## src/rtl/riscv_pkg.sv

```systemverilog
// Shared RISC-V core constants, writeback source select and writeback entry type.
// Latency: n/a (types and constants only).
// Backpressure: n/a.
package riscv_pkg;

    localparam int XLEN       = 32;
    localparam int REG_ADDR_W = 5;
    localparam int NUM_REGS   = 32;

    typedef enum logic {
        SRC_ALU = 1'b0,
        SRC_LSU = 1'b1
    } src_e;

    typedef struct packed {
        logic [REG_ADDR_W-1:0] rd;
        logic [XLEN-1:0]       data;
    } wb_entry_t;

    // One-hot decode of a register address into a scoreboard bitmap.
    function automatic logic [NUM_REGS-1:0] rd_onehot(input logic [REG_ADDR_W-1:0] rd);
        logic [NUM_REGS-1:0] v;
        v     = '0;
        v[rd] = 1'b1;
        return v;
    endfunction

endpackage

```

## src/rtl/wb_fifo.sv

```systemverilog
// Per-source writeback queue: DEPTH-entry FIFO of {rd, data} with a pending-register bitmap.
// Latency: a push is visible at the head from the cycle after the push edge (no bypass).
// Backpressure: push_rdy_o is simply NOT full, regardless of a same-cycle pop.
module wb_fifo
    import riscv_pkg::*;
#(
    parameter int DEPTH = 2
) (
    input  logic                clk,
    input  logic                reset_n,
    input  logic                push_vld_i,
    input  wb_entry_t           push_dat_i,
    output logic                push_rdy_o,
    input  logic                pop_i,
    output logic                head_vld_o,
    output wb_entry_t           head_dat_o,
    output logic [NUM_REGS-1:0] pend_o
);

    localparam int              PTR_W    = (DEPTH > 1) ? $clog2(DEPTH) : 1;
    localparam logic [PTR_W-1:0] LAST_PTR = PTR_W'(DEPTH - 1);

    wb_entry_t        mem_q [DEPTH];
    logic [DEPTH-1:0] vld_q, vld_d;
    logic [PTR_W-1:0] wr_ptr_q, wr_ptr_d;
    logic [PTR_W-1:0] rd_ptr_q, rd_ptr_d;
    logic             push_en;
    logic             pop_en;

    function automatic logic [PTR_W-1:0] next_ptr(input logic [PTR_W-1:0] p);
        return (p == LAST_PTR) ? '0 : p + PTR_W'(1);
    endfunction

    // Per-entry valid bits make full/empty and the pending bitmap trivial.
    assign push_rdy_o = ~(&vld_q);
    assign head_vld_o = vld_q[rd_ptr_q];
    assign head_dat_o = mem_q[rd_ptr_q];
    assign push_en    = push_vld_i & push_rdy_o;
    assign pop_en     = pop_i & head_vld_o;

    // Next-state for valid bits and wrap-around pointers.
    always_comb begin
        vld_d    = vld_q;
        wr_ptr_d = wr_ptr_q;
        rd_ptr_d = rd_ptr_q;
        if (pop_en) begin
            vld_d[rd_ptr_q] = 1'b0;
            rd_ptr_d        = next_ptr(rd_ptr_q);
        end
        if (push_en) begin
            vld_d[wr_ptr_q] = 1'b1;
            wr_ptr_d        = next_ptr(wr_ptr_q);
        end
    end

    // Control state; reset empties the queue immediately.
    always_ff @(posedge clk or negedge reset_n) begin
        if (!reset_n) begin
            vld_q    <= '0;
            wr_ptr_q <= '0;
            rd_ptr_q <= '0;
        end else begin
            vld_q    <= vld_d;
            wr_ptr_q <= wr_ptr_d;
            rd_ptr_q <= rd_ptr_d;
        end
    end

    // Entry storage; contents are qualified by vld_q so no reset is needed.
    always_ff @(posedge clk) begin
        if (push_en) begin
            mem_q[wr_ptr_q] <= push_dat_i;
        end
    end

    // Bitmap of destination registers held by valid entries.
    always_comb begin
        pend_o = '0;
        for (int i = 0; i < DEPTH; i++) begin
            if (vld_q[i]) begin
                pend_o[mem_q[i].rd] = 1'b1;
            end
        end
    end

endmodule

```

## src/rtl/regfile_wb_arbiter.sv

```systemverilog
// Round-robin merge of ALU and LSU writeback streams into one register-file write port.
// Latency: transfer at edge k into empty queues -> RegWrite high k+1..k+2; one write per cycle.
// Backpressure: each *_ready is NOT full of that source's queue; rd=0 transfers are dropped.
module regfile_wb_arbiter
    import riscv_pkg::*;
#(
    parameter int DEPTH = 2
) (
    input  logic                  clk,
    input  logic                  reset_n,
    input  logic                  alu_valid,
    output logic                  alu_ready,
    input  logic [REG_ADDR_W-1:0] alu_rd,
    input  logic [XLEN-1:0]       alu_data,
    input  logic                  lsu_valid,
    output logic                  lsu_ready,
    input  logic [REG_ADDR_W-1:0] lsu_rd,
    input  logic [XLEN-1:0]       lsu_data,
    output logic                  RegWrite,
    output logic [REG_ADDR_W-1:0] Rd,
    output logic [XLEN-1:0]       Write_data,
    output logic [NUM_REGS-1:0]   pending
);

    wb_entry_t             alu_head_dat, lsu_head_dat;
    logic                  alu_head_vld, lsu_head_vld;
    logic [NUM_REGS-1:0]   alu_pend, lsu_pend;
    logic                  gnt_alu, gnt_lsu;

    src_e                  last_q, last_d;
    logic                  reg_write_q, reg_write_d;
    logic [REG_ADDR_W-1:0] rd_q, rd_d;
    logic [XLEN-1:0]       data_q, data_d;

    // Writes to x0 are accepted by the handshake but never enqueued.
    wb_fifo #(.DEPTH(DEPTH)) u_alu_fifo (
        .clk        (clk),
        .reset_n    (reset_n),
        .push_vld_i (alu_valid & (alu_rd != '0)),
        .push_dat_i ('{rd: alu_rd, data: alu_data}),
        .push_rdy_o (alu_ready),
        .pop_i      (gnt_alu),
        .head_vld_o (alu_head_vld),
        .head_dat_o (alu_head_dat),
        .pend_o     (alu_pend)
    );

    wb_fifo #(.DEPTH(DEPTH)) u_lsu_fifo (
        .clk        (clk),
        .reset_n    (reset_n),
        .push_vld_i (lsu_valid & (lsu_rd != '0)),
        .push_dat_i ('{rd: lsu_rd, data: lsu_data}),
        .push_rdy_o (lsu_ready),
        .pop_i      (gnt_lsu),
        .head_vld_o (lsu_head_vld),
        .head_dat_o (lsu_head_dat),
        .pend_o     (lsu_pend)
    );

    // On a tie the source that lost last time wins; a lone valid head always wins.
    assign gnt_alu = alu_head_vld & (~lsu_head_vld | (last_q == SRC_LSU));
    assign gnt_lsu = lsu_head_vld & ~gnt_alu;

    // Select the granted head into the output stage; Rd/Write_data hold when idle.
    always_comb begin
        reg_write_d = 1'b0;
        rd_d        = rd_q;
        data_d      = data_q;
        last_d      = last_q;
        if (gnt_alu) begin
            reg_write_d = 1'b1;
            rd_d        = alu_head_dat.rd;
            data_d      = alu_head_dat.data;
            last_d      = SRC_ALU;
        end else if (gnt_lsu) begin
            reg_write_d = 1'b1;
            rd_d        = lsu_head_dat.rd;
            data_d      = lsu_head_dat.data;
            last_d      = SRC_LSU;
        end
    end

    // Output stage and round-robin history; reset kills any in-flight write at once.
    always_ff @(posedge clk or negedge reset_n) begin
        if (!reset_n) begin
            reg_write_q <= 1'b0;
            rd_q        <= '0;
            data_q      <= '0;
            last_q      <= SRC_LSU;
        end else begin
            reg_write_q <= reg_write_d;
            rd_q        <= rd_d;
            data_q      <= data_d;
            last_q      <= last_d;
        end
    end

    assign RegWrite   = reg_write_q;
    assign Rd         = rd_q;
    assign Write_data = data_q;

    // Scoreboard: queued entries plus the write currently on the port; x0 never pending.
    always_comb begin
        pending = alu_pend | lsu_pend;
        if (reg_write_q) begin
            pending = pending | rd_onehot(rd_q);
        end
        pending[0] = 1'b0;
    end

endmodule

```

## config.mk

```make
export PLATFORM = sky130hd
export DESIGN_NAME = regfile_wb_arbiter
export DESIGN_NICKNAME = d
export VERILOG_FILES = /design/src/rtl/riscv_pkg.sv /design/src/rtl/wb_fifo.sv /design/src/rtl/regfile_wb_arbiter.sv
export SDC_FILE = /design/constraint.sdc
export NUM_CORES = 1
export LEC_CHECK = 0
export CORE_MARGIN = 5
export CORE_UTILIZATION = 49
export CTS_CLUSTER_SIZE = 10
export DETAILED_ROUTE_END_ITERATION = 12
export PLACE_DENSITY = 0.71
export SLEW_MARGIN = 15
export SYNTH_ARGS = -nofsm -noshare
export SYNTH_HDL_FRONTEND = slang
export SYNTH_SLANG_ARGS = --single-unit
```

## constraint.sdc

```tcl
create_clock -name clk -period 5.45 [get_ports clk]
set_clock_uncertainty 0.2 [all_clocks]
set_input_delay 1.3625 -clock clk [delete_from_list [all_inputs] [get_ports clk]]
set_output_delay 1.3625 -clock clk [all_outputs]
set_load 0.01 [all_outputs]
```

Yosys cells after proc, flatten, opt, wreduce, memory -nomap -nowiden
Memories as Yosys holds them, arrays and structs flattened.
Index checks and enable logic that the tools add are counted.
- flip-flop bits (word level): 47
- latch bits: 0
- bits in writable memories: 148
- memories kept: 2
- bits in read-only memories: 0
- logic and storage cells: 118
- bits of input ports: 78
- output and inout port bits: 72
- memory list (name ; words ; bits a word ; read ports ; clocked after Yosys merged registers in ; write ports ; line ; RTL):
    u_alu_fifo.mem_q ; 2 ; 37 ; 3 ; 0 ; 1 ; wb_fifo.sv:23 ; wb_entry_t mem_q [DEPTH];
    u_lsu_fifo.mem_q ; 2 ; 37 ; 3 ; 0 ; 1 ; wb_fifo.sv:23 ;
- divide/modulo/power cells: 0
- muxes and demuxes: 47
- reductions and logical operators: 14
- shifts and indexed selects: 0
- bitwise operators: 23
- magnitude comparators: 18
- multiply operators: 0
- $add $sub $neg: 4
- equality and inequality tests: 0
- operator list (kind ; count):
    $mux W32 ; 7
    $or A32 B32 Y32 ; 4
    $lt A5 B6 Y1 const B ; 5
    $demux W1 S5 ; 5
    $ge A5 B1 Y1 const B ; 5
    $mux W1 ; 25
    $mux W5 ; 2
    $reduce_bool A5 Y1 ; 2
    $logic_and A1 B1 Y1 ; 9
    $and A1 B1 Y1 ; 8
    $lt A1 B2 Y1 const B ; 4
    $mux W2 ; 4
    $add A1 B1 Y1 const B ; 4
    $and A2 B2 Y2 ; 2
    $demux W1 S1 ; 4
    $ge A1 B1 Y1 const B ; 4
    $not A1 Y1 ; 4
    $not A2 Y2 ; 2
    $or A2 B2 Y2 ; 2
    $reduce_and A2 Y1 ; 2
    $reduce_bool A2 Y1 ; 1
    $or A1 B1 Y1 ; 1

Longest topological paths before layout
- depth after elaboration: 11
- mapped depth: 7
- mapped depth without buffers: 3

Cells and area by module
Synthesis repeated with hierarchy kept, for this count alone.
- cell total of the unflattened synthesis: 586
- area, all modules: 8988.6 um^2
- modules (own cells, without submodules) (module ; area each (um^2) ; seq. area each (um^2) ; instances ; cells an instance):
    wb_fifo ; 3305.7 ; 2322.2 ; 2 ; 192
    regfile_wb_arbiter ; 2377.3 ; 977.2 ; 1 ; 202

Worst setup path after synthesis
OpenSTA, ideal clock, no wires.
- path type: in2reg
- start point: in alu_rd[2]
- end point: mem u_alu_fifo.mem_q[0][0] (netlist bit), enable pin
- buffers on the path: 0
- data arrival time: 3.173 ns
- setup slack: 1.645 ns
- required time: 4.819 ns
- stages: 3
- library setup time: 0.431 ns
- path through: or4_1 > o211ai_2 > nor2_1
- word-level cells in the longest chain between the ends: 5
- RTL lines (item ; line ; RTL):
    from (decl) ; regfile_wb_arbiter.sv:13 ; input logic [REG_ADDR_W-1:0] alu_rd,
    $reduce_bool A5 Y1 ; regfile_wb_arbiter.sv:39 ; .push_vld_i (alu_valid & (alu_rd != '0)),
    $and A1 B1 Y1 ; regfile_wb_arbiter.sv:39 ;
    $and A1 B1 Y1 ; wb_fifo.sv:38 ; assign push_en = push_vld_i & push_rdy_o;
    $mux W1 ; wb_fifo.sv:71 ; if (push_en) begin
    $mux W1 (implied by the code) ; wb_fifo.sv:72 ; mem_q[wr_ptr_q] <= push_dat_i;
    to (decl) ; wb_fifo.sv:23 ;
Every way passes these cells.

Worst setup path in the final report
- start point: reg u_lsu_fifo.vld_q[1]
- end point: out pending[11]
- word-level cells in the longest chain between the ends: 4
- RTL lines (item ; line ; RTL):
    from (decl) ; wb_fifo.sv:24 ; logic [DEPTH-1:0] vld_q, vld_d;
    from (signal assigned) ; wb_fifo.sv:63 ; vld_q <= vld_d;
    $mux W32 * ; wb_fifo.sv:80 ; if (vld_q[i]) begin
    $or A32 B32 Y32 * ; regfile_wb_arbiter.sv:104 ; pending = alu_pend | lsu_pend;
    $or A32 B32 Y32 ; regfile_wb_arbiter.sv:106 ; pending = pending | rd_onehot(rd_q);
    $mux W32 * ; regfile_wb_arbiter.sv:105 ; if (reg_write_q) begin
    to (decl) ; regfile_wb_arbiter.sv:22 ; output logic [NUM_REGS-1:0] pending
Mark *: on every way between the ends. The rest lies on a longest branch, timed or not.

==> results.yml <==
clock_network:
  tritoncts: "yes"
  clkLatencyLatePin_ps: 430
  cts_root_buf: "clkbuf_16"
  cts_resized: 0
  cts_max_path_buffers: 2
  cts_sinks: 195
  h-tree-depth: 4
  hold_buffers: 0
  clk_pin_slew_ps: 70
  cts_buffers: 17
  post_cts_buffers: 0
power:
  p_int_mw: 4.199
  clkPwrFrac: 0.187
  fin_total_pwr_mw: 6.853
  sequentialPowerShare: 0.384
  peakVddDrop_mv: 0.3302
  pwr-share-comb: 0.429
  p_leak_nw: 4.043
  power.density_nw_per_um2: 575.4
  p_switching_mw: 2.653
  p_sw_frac: 0.3872
worst_setup_path:
  cpLargestDelayFamily: "simple AND/OR/NAND/NOR gates"
  cp-start-kind: "flop"
  max_stage_delay_ps: 770
  cp-end-kind: "primary output"
  critical_path_class: "reg2out"
  critPathBufInv: 1
  rr_startpoint: "u_lsu_fifo.rd_ptr_q"
  slowest_stage: "nor4bb_1"
  cp.arrival_ps: 2800
  cp_max_fo: 12
  required_ps: 3890
  worstPathCellList: "nor4bb_1 -> a32oi_1 -> nand3_1 -> clkdlybuf4s50_1"
  critPathLaunch: "u_lsu_fifo.vld_q[1]"
logic_synthesis:
  ys_warn_count: 0
  yosysTopAreaCellShare: 0.4638
  yosys-top-cells-count: "edfxtp_1, mux2_2, nor2_1"
  synth_edf_count: 148
  synth_seq_area_share: 0.5866
  synth.avg_cell_area_um2: 13.61
  synth_cells: 704
  ys.flop_type: "edfxtp_1"
  synth_cell_types: 51
  synth_most_common_cell: "edfxtp_1"
  synth_area_um2: 9583
  synth_nets: 782
  ys_seq_elements: 195
  ys_top_cells_by_area: "edfxtp_1, dfrtp_1, mux2_2"
  synthArstFlopShare: 0.2410
  synth_top_cell_by_area: "edfxtp_1"
die:
  die_x_um: 149.8
  die_y_um: 149.8
  start_util: 0.4956
  core_um2: 19330
  num_rows: 51
  io_pins: 150
  dieArea_um2: 22450
finish:
  layout.nets: 902
  fill_cells: 1487
  drive_above_1_share: 0.1950
  fin_area_um2: 11910
  n_antenna_cell: 0
  area_delta_synth_final_pct: 24.29
placement:
  globalplace.congestion: 0.9285
  place_area_um2: 11250
  dp_hpwl_um: 18130
  numPortBuffers: 148
run:
  drv_cap: 0
outcome:
  status: "finished, final reports clean"
sta:
  setup_viol: 0
  hold_viol: 0
  tightest_slew_ps: 1048
  fin_tns_setup_ps: 0
  period_share: 0.7996
  fin_crit_ps: 4358
  timing.final.max_slew_violations: 0
  max_slew_margin: 0.3015
  rsz0062_at_grt: "false"
  timing.fmax_ghz: 0.2295
  holdWs_ps: 380.3
route:
  drtAntennaViolNets: 0
  drc_errors: 0
  wire_per_inst_um: 24.50
  vias: 6919
  drt-initial-drc-count: 569
  viasPerCell: 6.284
  wl_um: 26980
  first_pass_iters: 6
global_route:
  antenna_found_initial: 0
  grt_first_pass_wirelength_um: 40830
  grt_pass1_vias: 6920
  grt_max_degree: 83
  grt_usage: 0.2382
  grt_overflow: 0
min_path:
  holdCritPathClass: "reg2reg"
  holdCritStartpoint: "u_lsu_fifo.wr_ptr_q"
[worst paths after layout]
check	depth (start not counted)	end	slack, ps
hold / removal	1	u_lsu_fifo.wr_ptr_q	380
max in group asynchronous	2	u_lsu_fifo.rd_ptr_q	3630
setup reg to reg	5	Write_data[14]	2330
setup / recovery	4	pending[11]	1090
min in group asynchronous	2	Write_data[7]	890
hold reg to reg	1	u_lsu_fifo.wr_ptr_q	380
[cells by family (layout without fill, tap and decap cells)]
| family | after synthesis | in the layout | share of synthesized area |
|---|---|---|---|
| xor+xnor | 2 | 2 | 0.001828 |
| buf+inv | 63 | 195 | 0.03434 |
| mux | 114 | 114 | 0.1297 |
| simple gates | 170 | 170 | 0.1025 |
| compound gates | 159 | 159 | 0.1447 |
| flops | 195 | 195 | 0.5866 |
| other cells | 1 | 1 | 0.0003913 |
[flip-flops by register name (all words and copies together), names as in the netlist, 2 cells and up]
register          count
Rd                    5
u_alu_fifo.mem_q     74
Write_data           32
u_lsu_fifo.vld_q      2
u_lsu_fifo.mem_q     74
u_alu_fifo.vld_q      2
[power groups by stage]
stage / registers [mW] / logic [mW] / clock network, mW
finish: 2.63 / 2.94 / 1.28
global route: 2.69 / 3.16 / 1.37
CTS: 2.63 / 2.92 / 1.30
detailed placement: 2.65 / 2.91 / 0
global placement: 2.64 / 2.82 / 0
floorplan: 2.36 / 2.10 / 0
[cell type report]
class                   instances  area, µm²  area share
clock inverters                14      186.4     0.01565
well taps                     265      331.6     0.02784
multi-input cells             446       3684      0.3093
clock buffers                  17      425.4     0.03572
inverters                       5      18.77    0.001576
flip-flops and latches        195       5628      0.4725
repair buffers                159       1637      0.1374
[per-stage QoR]
step | worst slack (ps) | util | cells
floorplan | 1645 | - | 704
global placement | 1599 | 0.5784 | 1065
detailed placement | 1578 | 0.5819 | 1068
CTS | 1116 | 0.6135 | 1099
global route | 945.8 | 0.6160 | 1101
finish | 1092 | 0.6160 | 1101
[cells in the final DEF, fill, tap and decap left out, types with 6 or more instances in the layout]
cell type,synthesis,layout
nor4bb_1,11,11
o22ai_1,26,26
nand4b_1,13,13
or3_1,12,12
edfxtp_1,148,148
a211oi_2,27,27
nand2_1,18,18
dfrtp_1,46,44
nand3_1,14,14
a22oi_1,19,19
mux2i_1,38,37
nand2b_1,10,10
nor2_1,53,49
mux2_2,74,74
clkbuf_16,0,17
nand4_1,6,6
a32oi_1,9,9
nor2b_1,10,10
clkdlybuf4s50_1,0,147
buf_4,6,6
a221oi_1,37,37
a211oi_1,10,10
[per-layer routing]
layer / part of all wire / vias up / global-route usage
met5: 0 / - / 0
met1: 0.42 / 3495 / 0.3149
li1: - / 3069 / -
met2: 0.47 / 308 / 0.3863
met4: 0.027 / 0 / 0.08280
met3: 0.074 / 47 / 0.05754
Power figures use the tool's default switching activity.
